===== src/rtl/pll_ctrl_pkg.sv =====
// Shared definitions for the PLL reconfiguration sequencer: FSM state
// encoding and the default widths/timeouts used when the block is
// instantiated without overrides.
package pll_ctrl_pkg;

  typedef enum logic [2:0] {
    S_INIT,
    S_IDLE,
    S_ISSUE,
    S_W_UNLK,
    S_W_LOCK,
    S_SETTLE
  } pll_state_e;

  localparam int PLL_AW        = 8;
  localparam int PLL_CBW       = 16;
  localparam int PLL_UNLOCK_TO = 256;
  localparam int PLL_LOCK_TO   = 16384;
  localparam int PLL_SETTLE    = 1024;
  localparam int PLL_MAX_RETRY = 2;
  localparam int PLL_DEF_ADDR  = 0;

endpackage


===== src/rtl/pll_reconf_seq_if.sv =====
// Request/status bus of the PLL reconfiguration sequencer.
//   REQ_VALID/REQ_ADDR : requester -> sequencer, new setting index
//   REQ_READY          : sequencer idle, request taken on VALID & READY
//   DONE               : one-cycle pulse, request applied
//   ERR                : sticky, last request failed after all retries
//   CUR_ADDR           : last successfully applied setting
interface pll_reconf_seq_if #(
  parameter int AW = 8
);
  logic          REQ_VALID;
  logic [AW-1:0] REQ_ADDR;
  logic          REQ_READY;
  logic          DONE;
  logic          ERR;
  logic [AW-1:0] CUR_ADDR;

  modport master (output REQ_VALID, REQ_ADDR,
                  input  REQ_READY, DONE, ERR, CUR_ADDR);
  modport slave  (input  REQ_VALID, REQ_ADDR,
                  output REQ_READY, DONE, ERR, CUR_ADDR);
endinterface


===== src/rtl/sync2.sv =====
// Two-flop synchroniser for a single asynchronous level.
//   CLK  : destination clock
//   RSTX : asynchronous active-low reset, output clears to 0
//   d    : asynchronous input
//   q    : synchronised output, two CLK edges of latency
module sync2 (
  input  logic CLK,
  input  logic RSTX,
  input  logic d,
  output logic q
);
  logic meta;

  always_ff @(posedge CLK or negedge RSTX) begin
    if (!RSTX) begin
      meta <= 1'b0;
      q    <= 1'b0;
    end else begin
      meta <= d;
      q    <= meta;
    end
  end
endmodule


===== src/rtl/pll_reconf_seq.sv =====
// Run-time PLL reprogramming sequencer. Takes a setting index, fires one
// PLL_ADDR/PLL_CHG command at the DRP controller, waits for lock to drop
// and return (with timeouts and bounded retries), and keeps HOLD high so
// downstream clock domains stay in reset until lock has been stable for
// SETTLE consecutive cycles.
//   CLK, RSTX : reference clock, asynchronous active-low reset
//   req       : request/status bus (slave side)
//   PLL_LOCK  : PLL locked, asynchronous to CLK
//   PLL_ADDR  : setting index to DRP controller
//   PLL_CHG   : one-cycle start pulse to DRP controller
//   HOLD      : reset request for downstream clock domains
module pll_reconf_seq
  import pll_ctrl_pkg::*;
#(
  parameter int            AW        = PLL_AW,
  parameter int            CBW       = PLL_CBW,
  parameter int            UNLOCK_TO = PLL_UNLOCK_TO,
  parameter int            LOCK_TO   = PLL_LOCK_TO,
  parameter int            SETTLE    = PLL_SETTLE,
  parameter int            MAX_RETRY = PLL_MAX_RETRY,
  parameter logic [AW-1:0] DEF_ADDR  = AW'(PLL_DEF_ADDR)
) (
  input  logic               CLK,
  input  logic               RSTX,
  pll_reconf_seq_if.slave    req,
  input  logic               PLL_LOCK,
  output logic [AW-1:0]      PLL_ADDR,
  output logic               PLL_CHG,
  output logic               HOLD
);
  // +2 keeps the retry counter at least one bit wide when MAX_RETRY is 0
  localparam int RW = $clog2(MAX_RETRY + 2);
  localparam logic [CBW-1:0] UNLK_LAST   = CBW'(UNLOCK_TO - 1);
  localparam logic [CBW-1:0] LOCK_LAST   = CBW'(LOCK_TO - 1);
  localparam logic [CBW-1:0] SETTLE_LAST = CBW'(SETTLE - 1);

  pll_state_e     state, nxt;
  logic [CBW-1:0] cnt;
  logic [RW-1:0]  retry;
  logic           from_req;   // current settle belongs to a request, not power-up/recovery
  logic           lk, acc, succ, tmo;

  sync2 u_sync (.CLK(CLK), .RSTX(RSTX), .d(PLL_LOCK), .q(lk));

  assign acc = req.REQ_VALID & req.REQ_READY;

  always_comb begin
    nxt  = state;
    succ = 1'b0;
    tmo  = 1'b0;
    case (state)
      S_INIT:   if (lk) nxt = S_SETTLE;
      // an accepted request wins over a simultaneous lock drop
      S_IDLE:   if (acc) nxt = S_ISSUE; else if (!lk) nxt = S_INIT;
      S_ISSUE:  nxt = S_W_UNLK;
      S_W_UNLK: if (!lk) nxt = S_W_LOCK; else if (cnt == UNLK_LAST) tmo = 1'b1;
      S_W_LOCK: if (lk) nxt = S_SETTLE; else if (cnt == LOCK_LAST) tmo = 1'b1;
      S_SETTLE: if (!lk) nxt = S_W_LOCK;
                else if (cnt == SETTLE_LAST) begin
                  succ = 1'b1;
                  nxt  = S_IDLE;
                end
      default:  nxt = S_INIT;
    endcase
    // recovery (no request) never re-issues; it falls back to waiting for lock
    if (tmo) nxt = (from_req && (retry < RW'(MAX_RETRY))) ? S_ISSUE : S_INIT;
  end

  always_ff @(posedge CLK or negedge RSTX) begin
    if (!RSTX) begin
      state         <= S_INIT;
      cnt           <= '0;
      retry         <= '0;
      from_req      <= 1'b0;
      req.REQ_READY <= 1'b0;
      req.DONE      <= 1'b0;
      req.ERR       <= 1'b0;
      req.CUR_ADDR  <= DEF_ADDR;
      PLL_ADDR      <= DEF_ADDR;
      PLL_CHG       <= 1'b0;
      HOLD          <= 1'b1;
    end else begin
      state         <= nxt;
      cnt           <= (nxt != state) ? '0 : ((cnt == '1) ? cnt : cnt + 1'b1);
      req.REQ_READY <= (nxt == S_IDLE);
      HOLD          <= (nxt != S_IDLE);
      PLL_CHG       <= (nxt == S_ISSUE);
      req.DONE      <= succ & from_req;
      // PLL_ADDR doubles as the latched request address
      if (acc) begin
        PLL_ADDR <= req.REQ_ADDR;
        retry    <= '0;
        from_req <= 1'b1;
      end
      if (tmo && nxt == S_ISSUE) retry <= retry + 1'b1;
      if (succ && from_req) begin
        req.CUR_ADDR <= PLL_ADDR;
        req.ERR      <= 1'b0;
      end
      if (tmo && nxt == S_INIT && from_req) req.ERR <= 1'b1;
      if (nxt == S_INIT || succ) from_req <= 1'b0;
    end
  end
endmodule


===== src/flat_wrapper.sv =====
// flat-port wrapper written by rule: the top's interface ports become plain ports
module pll_reconf_seq_flat import pll_ctrl_pkg::*;
#(
  parameter int            AW        = PLL_AW,
  parameter int            CBW       = PLL_CBW,
  parameter int            UNLOCK_TO = PLL_UNLOCK_TO,
  parameter int            LOCK_TO   = PLL_LOCK_TO,
  parameter int            SETTLE    = PLL_SETTLE,
  parameter int            MAX_RETRY = PLL_MAX_RETRY,
  parameter logic [AW-1:0] DEF_ADDR  = AW'(PLL_DEF_ADDR)
)
  (CLK, RSTX, PLL_LOCK, PLL_ADDR, PLL_CHG, HOLD, req_REQ_VALID, req_REQ_ADDR, req_REQ_READY, req_DONE, req_ERR, req_CUR_ADDR);
  pll_reconf_seq_if #(.AW(AW)) req_i ();
  input  logic CLK;
  input  logic RSTX;
  input  logic PLL_LOCK;
  output logic [AW-1:0] PLL_ADDR;
  output logic PLL_CHG;
  output logic HOLD;
  input wire logic [$bits(req_i.REQ_VALID)-1:0] req_REQ_VALID;
  input wire logic [$bits(req_i.REQ_ADDR)-1:0] req_REQ_ADDR;
  output wire logic [$bits(req_i.REQ_READY)-1:0] req_REQ_READY;
  output wire logic [$bits(req_i.DONE)-1:0] req_DONE;
  output wire logic [$bits(req_i.ERR)-1:0] req_ERR;
  output wire logic [$bits(req_i.CUR_ADDR)-1:0] req_CUR_ADDR;
  assign req_i.REQ_VALID = req_REQ_VALID;
  assign req_i.REQ_ADDR = req_REQ_ADDR;
  assign req_REQ_READY = req_i.REQ_READY;
  assign req_DONE = req_i.DONE;
  assign req_ERR = req_i.ERR;
  assign req_CUR_ADDR = req_i.CUR_ADDR;
  pll_reconf_seq #(.AW(AW), .CBW(CBW), .UNLOCK_TO(UNLOCK_TO), .LOCK_TO(LOCK_TO), .SETTLE(SETTLE), .MAX_RETRY(MAX_RETRY), .DEF_ADDR(DEF_ADDR)) u_core (.CLK(CLK), .RSTX(RSTX), .req(req_i), .PLL_LOCK(PLL_LOCK), .PLL_ADDR(PLL_ADDR), .PLL_CHG(PLL_CHG), .HOLD(HOLD));
endmodule

===== config.mk =====
export PLATFORM = sky130hd
export DESIGN_NAME = pll_reconf_seq_flat
export DESIGN_NICKNAME = d
export VERILOG_FILES = /design/src/rtl/pll_ctrl_pkg.sv /design/src/rtl/pll_reconf_seq_if.sv /design/src/rtl/sync2.sv /design/src/rtl/pll_reconf_seq.sv /design/src/flat_wrapper.sv
export SDC_FILE = /design/constraint.sdc
export NUM_CORES = 1
export LEC_CHECK = 0
export BUFFER_PORTS_ARGS = -buffer_cell sky130_fd_sc_hd__buf_2
export CAP_MARGIN = 25
export CORE_ASPECT_RATIO = 0.6
export CORE_UTILIZATION = 51
export CTS_CLUSTER_DIAMETER = 150
export DETAILED_ROUTE_END_ITERATION = 10
export GPL_TIMING_DRIVEN = 1
export MAX_ROUTING_LAYER = met4
export PLACE_DENSITY = 0.75
export SETUP_SLACK_MARGIN = 0.15
export SLEW_MARGIN = 0
export SYNTH_ARGS = -nofsm -noshare
export SYNTH_HDL_FRONTEND = slang
export SYNTH_SLANG_ARGS = --single-unit

===== constraint.sdc =====
create_clock -name CLK -period 2.4 [get_ports CLK]
set_clock_uncertainty 0.15 [all_clocks]
set_input_delay 0.24 -clock CLK [delete_from_list [all_inputs] [get_ports CLK]]
set_output_delay 0.24 -clock CLK [all_outputs]
set_load 0.02 [all_outputs]

# Word level (Yosys, flattened, before mapping)

Cells that the tools add are included.

Add/sub/neg operators: 2
$lt $le $gt $ge: 1
Eq/ne operators: 14
Muxes and demuxes: 25
Bitwise gates (word level): 2
Reduce and logical (&&, ||, !) cells: 12

Operator list:

| cell                    | number |
|---|---|
| $mux W16                | 2 |
| $mux W3                 | 7 |
| $add A16 B1 Y16 const B | 1 |
| $eq A16 B10 Y1 const B  | 1 |
| $eq A16 B14 Y1 const B  | 1 |
| $eq A16 B16 Y1 const B  | 1 |
| $eq A16 B8 Y1 const B   | 1 |
| $pmux W3 S5             | 1 |
| $mux W1                 | 11 |
| $eq A3 B2 Y1 const B    | 3 |
| $eq A3 B1 Y1 const B    | 2 |
| $eq A3 B3 Y1 const B    | 2 |
| $logic_not A3 Y1        | 2 |
| $mux W2                 | 3 |
| $reduce_bool A2 Y1      | 3 |
| $logic_and A1 B1 Y1     | 5 |
| $ne A3 B1 Y1 const B    | 1 |
| $ne A3 B3 Y1            | 1 |
| $add A2 B1 Y2 const B   | 1 |
| $and A1 B1 Y1           | 2 |
| $lt A2 B2 Y1 const B    | 1 |
| $ne A2 B1 Y1 const B    | 1 |
| $pmux W1 S2             | 1 |
| $reduce_or A2 Y1        | 1 |
| $logic_or A1 B1 Y1      | 1 |

Flip-flop bits (word level): 45
Input port bits: 12
Word-level logic and storage cells: 69

# Longest topological paths before layout

Gate-level depths: netlist of run 1.

Depth in word-level cells: 9
Gate-level depth with buffers: 8
Gate-level depth less buffers: 6

# Cells and area by module

A second synthesis of run 1 with hierarchy kept.

Cells, all modules: 186
Area total of the unflattened synthesis: 2210.9 um^2

Modules (own cells, without submodules):

| module         | times used | cells each | area each (um^2) |
|---|---|---|---|
| pll_reconf_seq | 1          | 184        | 2160.8 |
| sync2          | 1          | 2          | 50.0 |

# Worst setup path after synthesis of run 1

No wires, ideal clock.

Path kind: reg2reg
Start point: reg u_core.cnt[15]
End point: reg u_core.cnt[10]
Arrival time: 2039 ps
Required time: 2127 ps
Slack: 88 ps
Stages on the path, launching flop included: 7
Clock period less this slack: 2312 ps
Path through: dfrtp_1 > or4_4 > nor4_4 > o21ai_2 > a21oi_1 > buf_4 > nor3_1

Longest elaborated chain between the ends: 7
Elaborated cells between the ends (all ways): 16
Classes of those cells: 6 x eq/ne; 10 x mux

Ends and longest elaborated chain:

| what                                                      | line                 | text |
|---|---|---|
| start, declared                                           | pll_reconf_seq.sv:38 | `logic [CBW-1:0] cnt;` |
| start signal, assigned                                    | pll_reconf_seq.sv:84 | `cnt <= (nxt != state) ? '0 : ((cnt == '1) ? cnt : cnt + 1'b1);` |
| $eq A16 B10 Y1 (tied with other cells)                    | pll_reconf_seq.sv:59 | `else if (cnt == SETTLE_LAST) begin` |
| $mux W3 (tied with other cells)                           | pll_reconf_seq.sv:59 |  |
| $mux W3 (tied with other cells)                           | pll_reconf_seq.sv:58 | `S_SETTLE: if (!lk) nxt = S_W_LOCK;` |
| $pmux W3 S5 or $pmux W1 S2 (tied branches)                | pll_reconf_seq.sv:51 | `case (state)` |
| $mux W3                                                   | pll_reconf_seq.sv:66 | `if (tmo) nxt = (from_req && (retry < RW'(MAX_RETRY))) ? S_ISSUE : S_INIT;` |
| $ne A3 B3 Y1                                              | pll_reconf_seq.sv:84 |  |
| $ne A2 B1 Y1 (no source line) or $mux W16 (tied branches) | --                   |  |

Several ways; a longest one is shown, not always the timed one.
A chain may end at the register's enable or synchronous reset.

# Final worst setup path of run 1

Start point: reg u_core.cnt[15]
End point: reg u_core.cnt[4]

Same word-level chain as after synthesis.

==> summary.txt, run 1 <==
status: completed
# diodes: 0
Final Cycle Share: 91.14%
Antenna Nets Post-Route: 0
# setup viols final: 0
Post-synth top flop: dfrtp_1
Layout Cells excl Fill: 319
synth warn: 0
setup TNS: 0 ns
gr ovfl total: 0
Hold Vio Cnt, Final: 0
worst skew pair latency: 0.30 ns
Vias: 1815
grt peak-use layer: met1
crit path launch type: flop
largest net degree at the start of global routing: 31
vias per cell: 5.690
Gate Count Post-Synth: 210
Slew Viols, Final: 0
worst hold slack: 0.01103 ns
fmax: 457.2 MHz
GP Congestion: 0.9241
Crit. End Element: flop
Starting DRT DRC Count: 235
most frequent cell after synthesis: dfrtp_1
drt first pass iters: 4
Critical Path RT: 2.43 ns
clock-pin slew on the worst setup and hold paths: 0.09 ns
Hold Path Stages: 2
Peak supply drop: 397.6 uV
# IOs: 33
Leak Pwr: 1.266 nW
RSZ-0062 raised after global routing: false
drt drc: 0
Slew headroom: 72.93%
top post-synthesis cells by area: dfrtp_1 48%, mux2_2 8.8%, nor4_2 3.8%
total power: 1.745 mW
pre-CTS setup slack: 0.008617 ns
Initial Utilization: 54.61%
syn nets: 223
data arrival time of the worst path: 2.21 ns
initial antenna violation count: 0
final core occ: 66.46%
Async S/R FF share, synth: 100.0%
Synth area leader: dfrtp_1
Yosys reg bits: 45
cts bufs inserted: 5
Post-DP HPWL: 3456 um
max-cap viol count: 0
Die Y-Extent: 54.16 um
Core ar.: 4234 um2
Final Routed Wirelength: 4914 um
global-route wire length before repair: 7852 um
grt met2 use: 31.28%
number of global-route vias before repair: 1591
power per cell area: 620.1 nW/um2
Worst-Margin Slew: 0.4024 ns
Root Buffer: clkbuf_8
die footprint: 4816 um2
Worst R2R Path Depth: 4
chip width: 88.93 um
fin crit period: 2.187 ns
setup slack after layout: 0.2127 ns
total global-route track usage: 23.29%
Seq/Total Area, Yosys: 48.76%
number of enable flip-flop cells after synthesis: 0
post-route design area: 2814 um2
TritonCTS clock tree: built
area grow syn2layout: 21.70%
post-synthesis cell area: 2312 um2
GRT met3 Usage: 5.521%
Longest Clk Path Bufs: 2
cell row count: 18
post-synthesis cell type count: 44
CP Class: flop to flop
# clock sinks: 45
worst hold path type: input pin to flop
Max FO, Critical Path: 14
Nets: 271
H-tree depth: 2
share of cells above drive strength 1: 38.22%
Syn Area/Cell: 11.01 um2
most frequent cells after synthesis: 44 x dfrtp_1, 18 x mux2_2, 15 x nand2_1
Placed Area: 2605 um2
met1 GRT Util: 34.76%
IO Port Bufs: 32
# placed instances: 307
wire length per cell: 15.40 um
Yosys top cell area share: 47.62%
-- timing repair --
action                                 4_1_cts  5_1_grt
endpoints found under the hold margin       16        0
setup endpoints to repair                   15       25
hold buffers                                 2        0
setup buffers                                0        2
gates resized for setup                      2       11
-- cells in the final DEF (no fill, tap or decap), drive strengths merged, types with 7 or more instances in the layout --
cell type  instances
nor3              12
nor2               8
o21ai             11
dfrtp             44
nor4              22
xnor2              9
nand3              7
nand4              7
mux2              18
nand2             15
buf               49
-- report_power, final --
part	internal [mW]	switching [mW]
Clock	0.311	0.264
Combinational	0.119	0.155
Sequential	0.834	0.0597
-- area by class of cell --
cell class	count	area [um2]
clock buffer	5	68.82
timing repair buffer	51	324.1
tap	60	75.07
fill	342	1420
clock inverter	3	46.29
inverter	4	15.01
multi-input combinational	151	1157
sequential	45	1127
-- path summary, 6_finish.rpt --
path / startpoint / endpoint / slack, ns
max: u_core.cnt[15]$_DFFE_PN0P_ / u_core.cnt[4]$_DFFE_PN0P_ / 0.21
min: req_REQ_ADDR[1] / u_core.PLL_ADDR[1]$_DFFE_PN0P_ / 0.01
max reg2reg: u_core.cnt[15]$_DFFE_PN0P_ / u_core.cnt[4]$_DFFE_PN0P_ / 0.21
min reg2reg: u_core.u_sync.meta$_DFF_PN0_ / u_core.u_sync.q$_DFF_PN0_ / 0.20
max in group asynchronous: RSTX / u_core.HOLD$_DFF_PN1_ / 1.14
min in group asynchronous: RSTX / u_core.cnt[0]$_DFFE_PN0P_ / 0.22
-- worst max-delay path, stage by stage, from the launching register on --
cell and delay [ns]:
dfrtp_1 0.45, or4_4 0.58, or4b_4 0.57, nand3_4 0.22, nor4_1 0.09
-- cells by family (layout without fill, tap and decap cells) --
family,after synthesis,count (layout),synth area share [%]
simple gates,95,95,26.79
flops,45,45,48.76
xor+xnor,10,10,3.788
mux,20,20,9.632
buf+inv,14,63,3.896
fa+ha+maj,1,1,0.5410
compound gates,25,25,6.602
-- registers in the layout, summed over array words and instances, names as in the netlist --
| signal | flops |
|---|---|
| u_core.u_sync.meta | 1 |
| u_core.HOLD | 1 |
| u_core.req.DONE | 1 |
| u_core.retry | 2 |
| u_core.PLL_ADDR | 8 |
| u_core.state | 3 |
| u_core.from_req | 1 |
| u_core.req.REQ_READY | 1 |
| u_core.cnt | 16 |
| u_core.PLL_CHG | 1 |
| u_core.u_sync.q | 1 |
| u_core.req.CUR_ADDR | 8 |
| u_core.req.ERR | 1 |
-- layer usage --
layer	wire length, um	part of all wire [%]
met5	0	0
met4	48	0.98
met3	327	6.7
met2	2065	42
met1	2471	50
Note: power is estimated with default switching activity, not from simulation.
==> run 2, diff against run 1 <==
Settings changed: CORE_UTILIZATION 51 to 25, PLACE_DENSITY 0.75 to default.
==> summary.txt, run 2 (synthesis gave the netlist of run 1 again) <==
wire length per cell: 15.09 um
power per cell area: 659.1 nW/um2
most common cell after layout, fill and taps aside: dfrtp_1
Max stage delay on crit path: 0.50 ns
Starting DRT DRC Count: 135
max-cap viol count: 0
worst hold slack: 0.03187 ns
drt first pass iters: 4
post-route design area: 3037 um2
drt drc: 0
# IOs: 33
TritonCTS clock tree: built
Nets: 278
setup TNS: 0 ns
Antenna Nets Post-Route: 0
total global-route track usage: 12.77%
vias per cell: 4.984
Post-DP HPWL: 3887 um
share of cells above drive strength 1: 43.23%
Crit. End Element: flop
number of global-route vias before repair: 1855
status: completed
slowest CP cell: or3b_4
Final Cycle Share: 89.51%
max reg flops: 16
fmax: 465.5 MHz
global-route wire length before repair: 9604 um
Leak Pwr: 1.321 nW
Slew headroom: 61.93%
gr ovfl total: 0
# setup viols final: 0
Core ar.: 8751 um2
fin crit period: 2.148 ns
area grow syn2layout: 31.33%
die footprint: 9650 um2
GP Congestion: 0.8548
H-tree depth: 2
worst path cell trace: buf_4, nor2_1, and4b_1, nand4_1, or3b_4, mux2_2
Longest Clk Path Bufs: 2
Slew Viols, Final: 0
Worst-Margin Slew: 0.5711 ns
Max FO, Critical Path: 9
Critical Path RT: 2.42 ns
Initial Utilization: 26.42%
chip width: 126.2 um
# diodes: 0
crit path launch type: flop
Peak supply drop: 304.3 uV
RSZ-0062 raised after global routing: false
Vias: 1884
CP Class: flop to flop
worst skew pair latency: 0.29 ns
cts bufs inserted: 5
Placed Area: 2710 um2
cell row count: 26
data arrival time of the worst path: 2.17 ns
Root Buffer: clkbuf_16
CP bufs+invs: 1
largest net degree at the start of global routing: 46
Hold Vio Cnt, Final: 0
commonest cells after routing, fill and taps aside: 39 x dfrtp_1, 32 x buf_2, 21 x buf_4, 18 x mux2_2, 15 x nand2_1
IO Port Bufs: 32
clock-pin slew on the worst setup and hold paths: 0.06 ns
Final Routed Wirelength: 5703 um
# clock sinks: 45
Die Y-Extent: 76.50 um
largest registers: u_core.cnt: 16 flops, u_core.PLL_ADDR: 8 flops, u_core.req.CUR_ADDR: 8 flops
Top reg by flops: u_core.cnt
worst hold path type: input pin to flop
initial antenna violation count: 0
Crit path max-delay family: simple AND/OR/NAND/NOR gates
## run 2: cell types whose count changed in the layout (fill, tap and decap cells not counted), moves of 4 or more
cell and delta:
clkbuf_16 +5, clkbuf_8 -4, dfrtp_2 +5, buf_4 +6
dfrtp_1 -5
## run 2: power by group
group | total [mW] | switching, mW | internal, mW
combinational | 0.289 | 0.165 | 0.125
sequential | 0.897 | 0.0611 | 0.836
clock | 0.815 | 0.296 | 0.520
total | 2.00 | 0.521 | 1.48
## run 2: repair_timing
item / in CTS / in global routing
pin swaps: 1 / 5
endpoints found under the setup margin: 12 / 26
gates resized for setup: 6 / 12
setup buffers: 5 / 2
endpoints found under the hold margin: 45 / 0
hold buffers: 2 / 0
## run 2: worst reg2reg max path: cells and delay by family, from the launching register on
| family | cells | cell delay (ns) |
|---|---|---|
| AND/OR/NAND/NOR | 4 | 1.01 |
| multiplexers | 1 | 0.30 |
| buffers and inverters | 1 | 0.16 |
| flip-flops | 1 | 0.41 |
## run 2: final cells by class
type,instances,area [um2]
sequential,45,1134
clock buffer,6,138.9
multi-input combinational,151,1174
inverter,4,15.01
timing repair buffer,58,397.9
tap,112,140.1
fill,853,5714
clock inverter,2,37.54
## run 2: worst paths after layout
kind                                               from                            endpoint  slack (ns)  cells past startpoint
hold reg to reg            u_core.u_sync.meta$_DFF_PN0_           u_core.u_sync.q$_DFF_PN0_        0.20                      0
setup reg to reg             u_core.cnt[15]$_DFFE_PN0P_  u_core.req.CUR_ADDR[6]$_DFFE_PN0P_        0.25                      6
min in group asynchronous                          RSTX           u_core.cnt[6]$_DFFE_PN0P_        0.43                      3
max in group asynchronous                          RSTX           u_core.cnt[8]$_DFFE_PN0P_        1.25                      3
hold / removal                          req_REQ_ADDR[2]      u_core.PLL_ADDR[2]$_DFFE_PN0P_        0.03                      2
setup / recovery             u_core.cnt[15]$_DFFE_PN0P_  u_core.req.CUR_ADDR[6]$_DFFE_PN0P_        0.25                      6
## run 2: through the flow
stage / setup WS (ns) / instances / total power, mW / util [%]
floorplan: 0.1881 / 210 / 1.071 / -
global placement: 0.1685 / 361 / 1.176 / 30.97
detailed placement: 0.1614 / 361 / 1.190 / 30.97
CTS: 0.1395 / 376 / 2.014 / 33.84
global route: 0.1163 / 378 / 2.097 / 34.70
finish: 0.2519 / 378 / 2.001 / 34.70
## run 2: per-layer routing
metal,vias up,GRT usage (%),share of wire [%],wire [um]
li1,892,-,-,-
met1,915,18.79,50,2858
met2,72,17.57,42,2411
met3,5,2.809,6.7,384
met4,0,2.892,0.84,48
met5,-,-,0,0
